[src/rtl/buffered_router_if.sv]
// Bundle of the producer-side and consumer-side signals of buffered_router.
//
// Handshake semantics (both sides): a transfer happens on a rising clock edge
// where valid and ready are both high. Ready never depends on valid. The
// producer holds its payload stable while valid is high and ready is low.
// On the output side each channel i has its own valid/ready pair
// (dout_valid[i] / dout_ready[i]); ready without valid has no effect.
interface buffered_router_if #(
  parameter int DATA_WIDTH = 32,
  parameter int NUM_OUT    = 4
);
  localparam int AW = $clog2(NUM_OUT);

  logic [DATA_WIDTH-1:0]         din;
  logic                          din_valid;
  logic [AW-1:0]                 addr;
  logic                          bcast;
  logic                          din_ready;
  logic [NUM_OUT*DATA_WIDTH-1:0] dout;
  logic [NUM_OUT-1:0]            dout_valid;
  logic [NUM_OUT-1:0]            dout_ready;
  logic [NUM_OUT-1:0]            full;

  // Producer and consumers together drive the router.
  modport master (
    output din, din_valid, addr, bcast, dout_ready,
    input  din_ready, dout, dout_valid, full
  );

  // The router itself.
  modport slave (
    input  din, din_valid, addr, bcast, dout_ready,
    output din_ready, dout, dout_valid, full
  );
endinterface

[src/rtl/buffered_router.sv]
// Steers one input stream to NUM_OUT per-channel FIFOs by address, with an
// all-or-nothing broadcast mode. Each channel FIFO is first-word-fall-through
// and drains independently, so a stalled consumer only blocks its own lane.
module buffered_router #(
  parameter int DATA_WIDTH = 32,
  parameter int NUM_OUT    = 4,
  parameter int FIFO_DEPTH = 4
) (
  input  logic              clk,
  input  logic              reset,
  buffered_router_if.slave  bus
);
  localparam int AW = $clog2(NUM_OUT);
  localparam int PW = $clog2(FIFO_DEPTH);
  localparam int CW = PW + 1;

  logic [PW-1:0]         wr_ptr_q [NUM_OUT];
  logic [PW-1:0]         wr_ptr_d [NUM_OUT];
  logic [PW-1:0]         rd_ptr_q [NUM_OUT];
  logic [PW-1:0]         rd_ptr_d [NUM_OUT];
  logic [CW-1:0]         count_q  [NUM_OUT];
  logic [CW-1:0]         count_d  [NUM_OUT];
  logic [DATA_WIDTH-1:0] mem_q    [NUM_OUT][FIFO_DEPTH];
  logic [DATA_WIDTH-1:0] mem_d    [NUM_OUT][FIFO_DEPTH];

  logic [NUM_OUT-1:0] full_w;
  logic [NUM_OUT-1:0] valid_w;
  logic [NUM_OUT-1:0] push_w;
  logic [NUM_OUT-1:0] pop_w;
  logic               accept_w;

  // Channel status derived purely from registered counts.
  always_comb begin
    full_w  = '0;
    valid_w = '0;
    for (int i = 0; i < NUM_OUT; i++) begin
      full_w[i]  = (count_q[i] == CW'(FIFO_DEPTH));
      valid_w[i] = (count_q[i] != '0);
    end
  end

  // Input acceptance: a full target refuses even if it is popped this cycle,
  // and a broadcast waits until every channel has room.
  always_comb begin
    bus.din_ready = bus.bcast ? ~|full_w : !full_w[bus.addr];
    accept_w      = bus.din_valid && bus.din_ready;
    push_w        = '0;
    pop_w         = '0;
    for (int i = 0; i < NUM_OUT; i++) begin
      push_w[i] = accept_w && (bus.bcast || (bus.addr == AW'(i)));
      pop_w[i]  = valid_w[i] && bus.dout_ready[i];
    end
  end

  // Next pointer/count/storage values for every channel.
  always_comb begin
    mem_d = mem_q;
    for (int i = 0; i < NUM_OUT; i++) begin
      wr_ptr_d[i] = wr_ptr_q[i];
      rd_ptr_d[i] = rd_ptr_q[i];
      count_d[i]  = count_q[i] + CW'(push_w[i]) - CW'(pop_w[i]);
      if (push_w[i]) begin
        mem_d[i][wr_ptr_q[i]] = bus.din;
        wr_ptr_d[i]           = wr_ptr_q[i] + PW'(1);
      end
      if (pop_w[i]) begin
        rd_ptr_d[i] = rd_ptr_q[i] + PW'(1);
      end
    end
  end

  // Head words, zeroed on empty lanes.
  always_comb begin
    bus.dout       = '0;
    bus.dout_valid = valid_w;
    bus.full       = full_w;
    for (int i = 0; i < NUM_OUT; i++) begin
      if (valid_w[i]) begin
        bus.dout[i*DATA_WIDTH +: DATA_WIDTH] = mem_q[i][rd_ptr_q[i]];
      end
    end
  end

  // Pointer and count registers; reset wins over any push or pop.
  always_ff @(posedge clk) begin
    if (reset) begin
      for (int i = 0; i < NUM_OUT; i++) begin
        wr_ptr_q[i] <= '0;
        rd_ptr_q[i] <= '0;
        count_q[i]  <= '0;
      end
    end else begin
      wr_ptr_q <= wr_ptr_d;
      rd_ptr_q <= rd_ptr_d;
      count_q  <= count_d;
    end
  end

  // Storage is left unreset; counts alone decide what is visible.
  always_ff @(posedge clk) begin
    mem_q <= mem_d;
  end
endmodule
[src/flat_wrapper.sv]
// flat-port wrapper written by rule: the top's interface ports become plain ports
module buffered_router_flat 
#(
  parameter int DATA_WIDTH = 32,
  parameter int NUM_OUT    = 4,
  parameter int FIFO_DEPTH = 4
)
  (clk, reset, bus_din, bus_din_valid, bus_addr, bus_bcast, bus_dout_ready, bus_din_ready, bus_dout, bus_dout_valid, bus_full);
  buffered_router_if #(.DATA_WIDTH(DATA_WIDTH), .NUM_OUT(NUM_OUT)) bus_i ();
  input  logic clk;
  input  logic reset;
  input wire logic [$bits(bus_i.din)-1:0] bus_din;
  input wire logic [$bits(bus_i.din_valid)-1:0] bus_din_valid;
  input wire logic [$bits(bus_i.addr)-1:0] bus_addr;
  input wire logic [$bits(bus_i.bcast)-1:0] bus_bcast;
  input wire logic [$bits(bus_i.dout_ready)-1:0] bus_dout_ready;
  output wire logic [$bits(bus_i.din_ready)-1:0] bus_din_ready;
  output wire logic [$bits(bus_i.dout)-1:0] bus_dout;
  output wire logic [$bits(bus_i.dout_valid)-1:0] bus_dout_valid;
  output wire logic [$bits(bus_i.full)-1:0] bus_full;
  assign bus_i.din = bus_din;
  assign bus_i.din_valid = bus_din_valid;
  assign bus_i.addr = bus_addr;
  assign bus_i.bcast = bus_bcast;
  assign bus_i.dout_ready = bus_dout_ready;
  assign bus_din_ready = bus_i.din_ready;
  assign bus_dout = bus_i.dout;
  assign bus_dout_valid = bus_i.dout_valid;
  assign bus_full = bus_i.full;
  buffered_router #(.DATA_WIDTH(DATA_WIDTH), .NUM_OUT(NUM_OUT), .FIFO_DEPTH(FIFO_DEPTH)) u_core (.clk(clk), .reset(reset), .bus(bus_i));
endmodule
[config.mk]
export PLATFORM = sky130hd
export DESIGN_NAME = buffered_router_flat
export DESIGN_NICKNAME = d
export VERILOG_FILES = /design/src/rtl/buffered_router_if.sv /design/src/rtl/buffered_router.sv /design/src/flat_wrapper.sv
export SDC_FILE = /design/constraint.sdc
export NUM_CORES = 1
export LEC_CHECK = 0
export CAP_MARGIN = 10
export CELL_PAD_IN_SITES_DETAIL_PLACEMENT = 0
export CELL_PAD_IN_SITES_GLOBAL_PLACEMENT = 1
export CORE_MARGIN = 1.5
export CORE_UTILIZATION = 48
export CTS_CLUSTER_SIZE = 14
export DETAILED_ROUTE_END_ITERATION = 8
export HOLD_SLACK_MARGIN = 0.06
export PLACE_DENSITY_LB_ADDON = 0.15
export REMOVE_ABC_BUFFERS = 1
export SLEW_MARGIN = 5
export SYNTH_ARGS = -nofsm -noshare
export SYNTH_HDL_FRONTEND = slang
export SYNTH_SLANG_ARGS = --single-unit
[constraint.sdc]
create_clock -name clk -period 2.9 [get_ports clk]
set_input_delay 0.29 -clock clk [delete_from_list [all_inputs] [get_ports clk]]
set_output_delay 0.29 -clock clk [all_outputs]
set_load 0.01 [all_outputs]
==> results.toml <==
[critical_path]
r2r_slack_ps = 430
cp.arrival_ps = 2540
crit_path_end = "bus_dout[84]"
worstPathMaxFanout = 34
critical_path.endpoint_type = "output port"
cp.required_ps = 2610
critPathLaunchType = "register"
reg2reg_depth = 10
r2r_end = "u_core.count_q[5]$_SDFF_PP0_"
startpoint = "u_core.rd_ptr_q[2]$_SDFFE_PP0P_"
criticalPathCategory = "register to output port"
r2r_start = "u_core.count_q[4]$_SDFF_PP0_"

[global_route]
antenna_found_initial = 0
overflow = 0
grt_usage_pct = 21.5
grt_pass1_wl_um = 69000
grt_max_degree = 35
grt_pass1_vias = 10400

[clocking]
clock-sinks = 540
path_clk_slew_ps = 60
cts_buffers = 53
cts_tree = "done"
cts.path.max_buffers = 3
htree_levels = 2
cts_hold_buf = 0
cts-root-buf = "clkbuf_16"
clock_latency_ps = 600

[timing]
drv_slew = 0
period_share_pct = 97.6
finalClockSkew_ps = 18.2
setup_viol = 0
hold_violations = 0
fmax_mhz = 353
worstMarginPinSlew_ps = 861
min_period_ps = 2830
slew_headroom_pct = 42.4
setup_tns_ps = 0
grt_setup_unrepaired = "no"

[floorplanning]
io_pins = 179
die_x_um = 212
rows = 76
core-area_um2 = 43200
die_y_um = 212
fp.dieArea_um2 = 45100
initial_core_util_pct = 48.7

[routing]
avgRoutedWirePerCell_um = 25.2
wirelength_um = 47200
remaining_drc_errors = 0
ant_nets = 0
drt_iter0_markers = 778
vias = 10300
vias_per_cell = 5.50
firstDrtPassIters = 5

[worst_hold_path]
min_path_type = "input pin to register"

[place]
gp_routability_congestion = 0.730
port_buffers = 178
place_area_um2 = 24100
dp_hpwl_um = 28200

[finish]
layout-drive-gt1-share_pct = 22.4
fill_cells = 3203
area_growth_pct = 22.3
final_net_count = 1310
layout_commonest_cell = "edfxtp_1"
utilization_pct = 59.6
final_cell_mix = "edfxtp_1 (512), clkdlybuf4s50_1 (178), and2_1 (132), mux4_2 (128), clkbuf_16 (54)"
final_cell_area_um2 = 25700

[pwr]
pwr-share-seq_pct = 40.2
ir_worst_vdd_mv = 0.698
internal_power_w = 0.0170
cellPowerDensity_nw_per_um2 = 921
p_total_w = 0.0237
clkPwrFrac_pct = 27.2
p_comb_share_pct = 32.6
switchingPower_w = 0.00672
switching_share_pct = 28.4
leakage_nw = 8.27

[synth]
synthesis.area_um2 = 21000
ys_seq_elements = 540
ys_types = 32
avgSynthCellArea_um2 = 20.9
synth_edf_count = 512
async_flop_share_pct = 0
ys.flop_type = "edfxtp_1"
synthCells = 1006
synth-seq-area-share_pct = 75.7
yosys_warnings = 0

[run_status]
outcome = "completed"

[job]
cap_violations = 0
[critical path: stages (launching register included)]
cell             delay (ps)
dfxtp_2                 350
buf_16                  300
mux4_2                  610
and2_1                  190
clkdlybuf4s50_1         470
[synthesized netlist by cell type (7+ instances only)]
library cell	count	area (um^2)
nand2_1	7	26.3
and2_1	144	901
mux4_2	128	2880
edfxtp_1	512	15400
clkbuf_1	27	101
nor2b_1	8	50.1
nand2b_1	8	50.1
xnor2_1	10	87.6
buf_2	20	100
ha_1	24	300
nor2_1	25	93.8
inv_1	25	93.8
dfxtp_1	28	561
[through the flow]
step | hold WS, ps | setup WS [ps] | cells
global route | 496 | 0.793 | 1868
finish | 478 | 69.2 | 1869
floorplan | 357 | 287 | 958
CTS | 457 | 3.03 | 1868
global placement | 503 | 267 | 1770
detailed placement | 504 | 228 | 1770
[state kept, by name (all words and copies together), names as in the netlist]
register,flops
u_core.mem_q,512
u_core.count_q,12
u_core.rd_ptr_q,8
u_core.wr_ptr_q,8
[worst min-delay path by stage]
stage	start	end	slack, ps	cells past startpoint
finish	bus_dout_ready[0]	u_core.rd_ptr_q[6]$_SDFFE_PP0P_	480	4
detailed placement	u_core.rd_ptr_q[5]$_SDFFE_PP0P_	u_core.rd_ptr_q[5]$_SDFFE_PP0P_	500	2
global route	bus_dout_ready[0]	u_core.rd_ptr_q[6]$_SDFFE_PP0P_	500	4
global placement	u_core.wr_ptr_q[5]$_SDFFE_PP0P_	u_core.wr_ptr_q[5]$_SDFFE_PP0P_	500	2
floorplan	reset	u_core.count_q[10]$_SDFF_PP0_	360	1
CTS	bus_dout_ready[3]	u_core.rd_ptr_q[0]$_SDFFE_PP0P_	460	4
[kinds of logic (layout without fill, tap and decap cells)]
family	count (synthesis)	in the layout	share of synthesized area, %
AO/OA/AOI/OAI	6	6	0.226
XOR/XNOR	16	16	0.666
adder cells (fa/ha/maj)	28	28	1.81
buffers and inverters	73	350	1.46
flip-flops	540	540	75.7
multiplexers	136	136	14.1
other	0	1	0
AND/OR/NAND/NOR	207	207	6.00
[power by group through the flow]
| stage | combinational [W] | clock (W) | sequential (W) |
|---|---|---|---|
| global route | 0.00831 | 0.00685 | 0.00959 |
| floorplan | 0.00349 | 0 | 0.0100 |
| CTS | 0.00792 | 0.00657 | 0.00953 |
| finish | 0.00773 | 0.00644 | 0.00953 |
| global placement | 0.00788 | 0 | 0.00967 |
| detailed placement | 0.00789 | 0 | 0.00969 |
[per-layer routing]
metal	track usage, %	wire length, um	share of wire, %	vias to the layer above
met2	34.5	23100	49	313
met4	5.77	814	1.7	0
met3	3.16	2420	5.1	58
met1	31.3	20800	44	5482
li1	-	-	-	4430
met5	0	0	0	-
[what timing repair did]
| action | CTS | global route |
|---|---|---|
| resized for setup | 1 | 2 |
| setup buffers | 0 | 0 |
| endpoints found under the setup margin | 17 | 7 |
[cell type report]
cell class                      instances  area (um^2)  area share [%]
Tap cell                              585          732            2.84
Sequential cell                       540        15900            61.9
Timing Repair Buffer                  227         2520            9.80
Multi-Input combinational cell        393         4820            18.7
Clock inverter                         30          201           0.782
Inverter                               25         93.8           0.364
Clock buffer                           68         1420            5.53
Antenna cell                            1         2.50         0.00972
(Power assumes the default switching activity.)
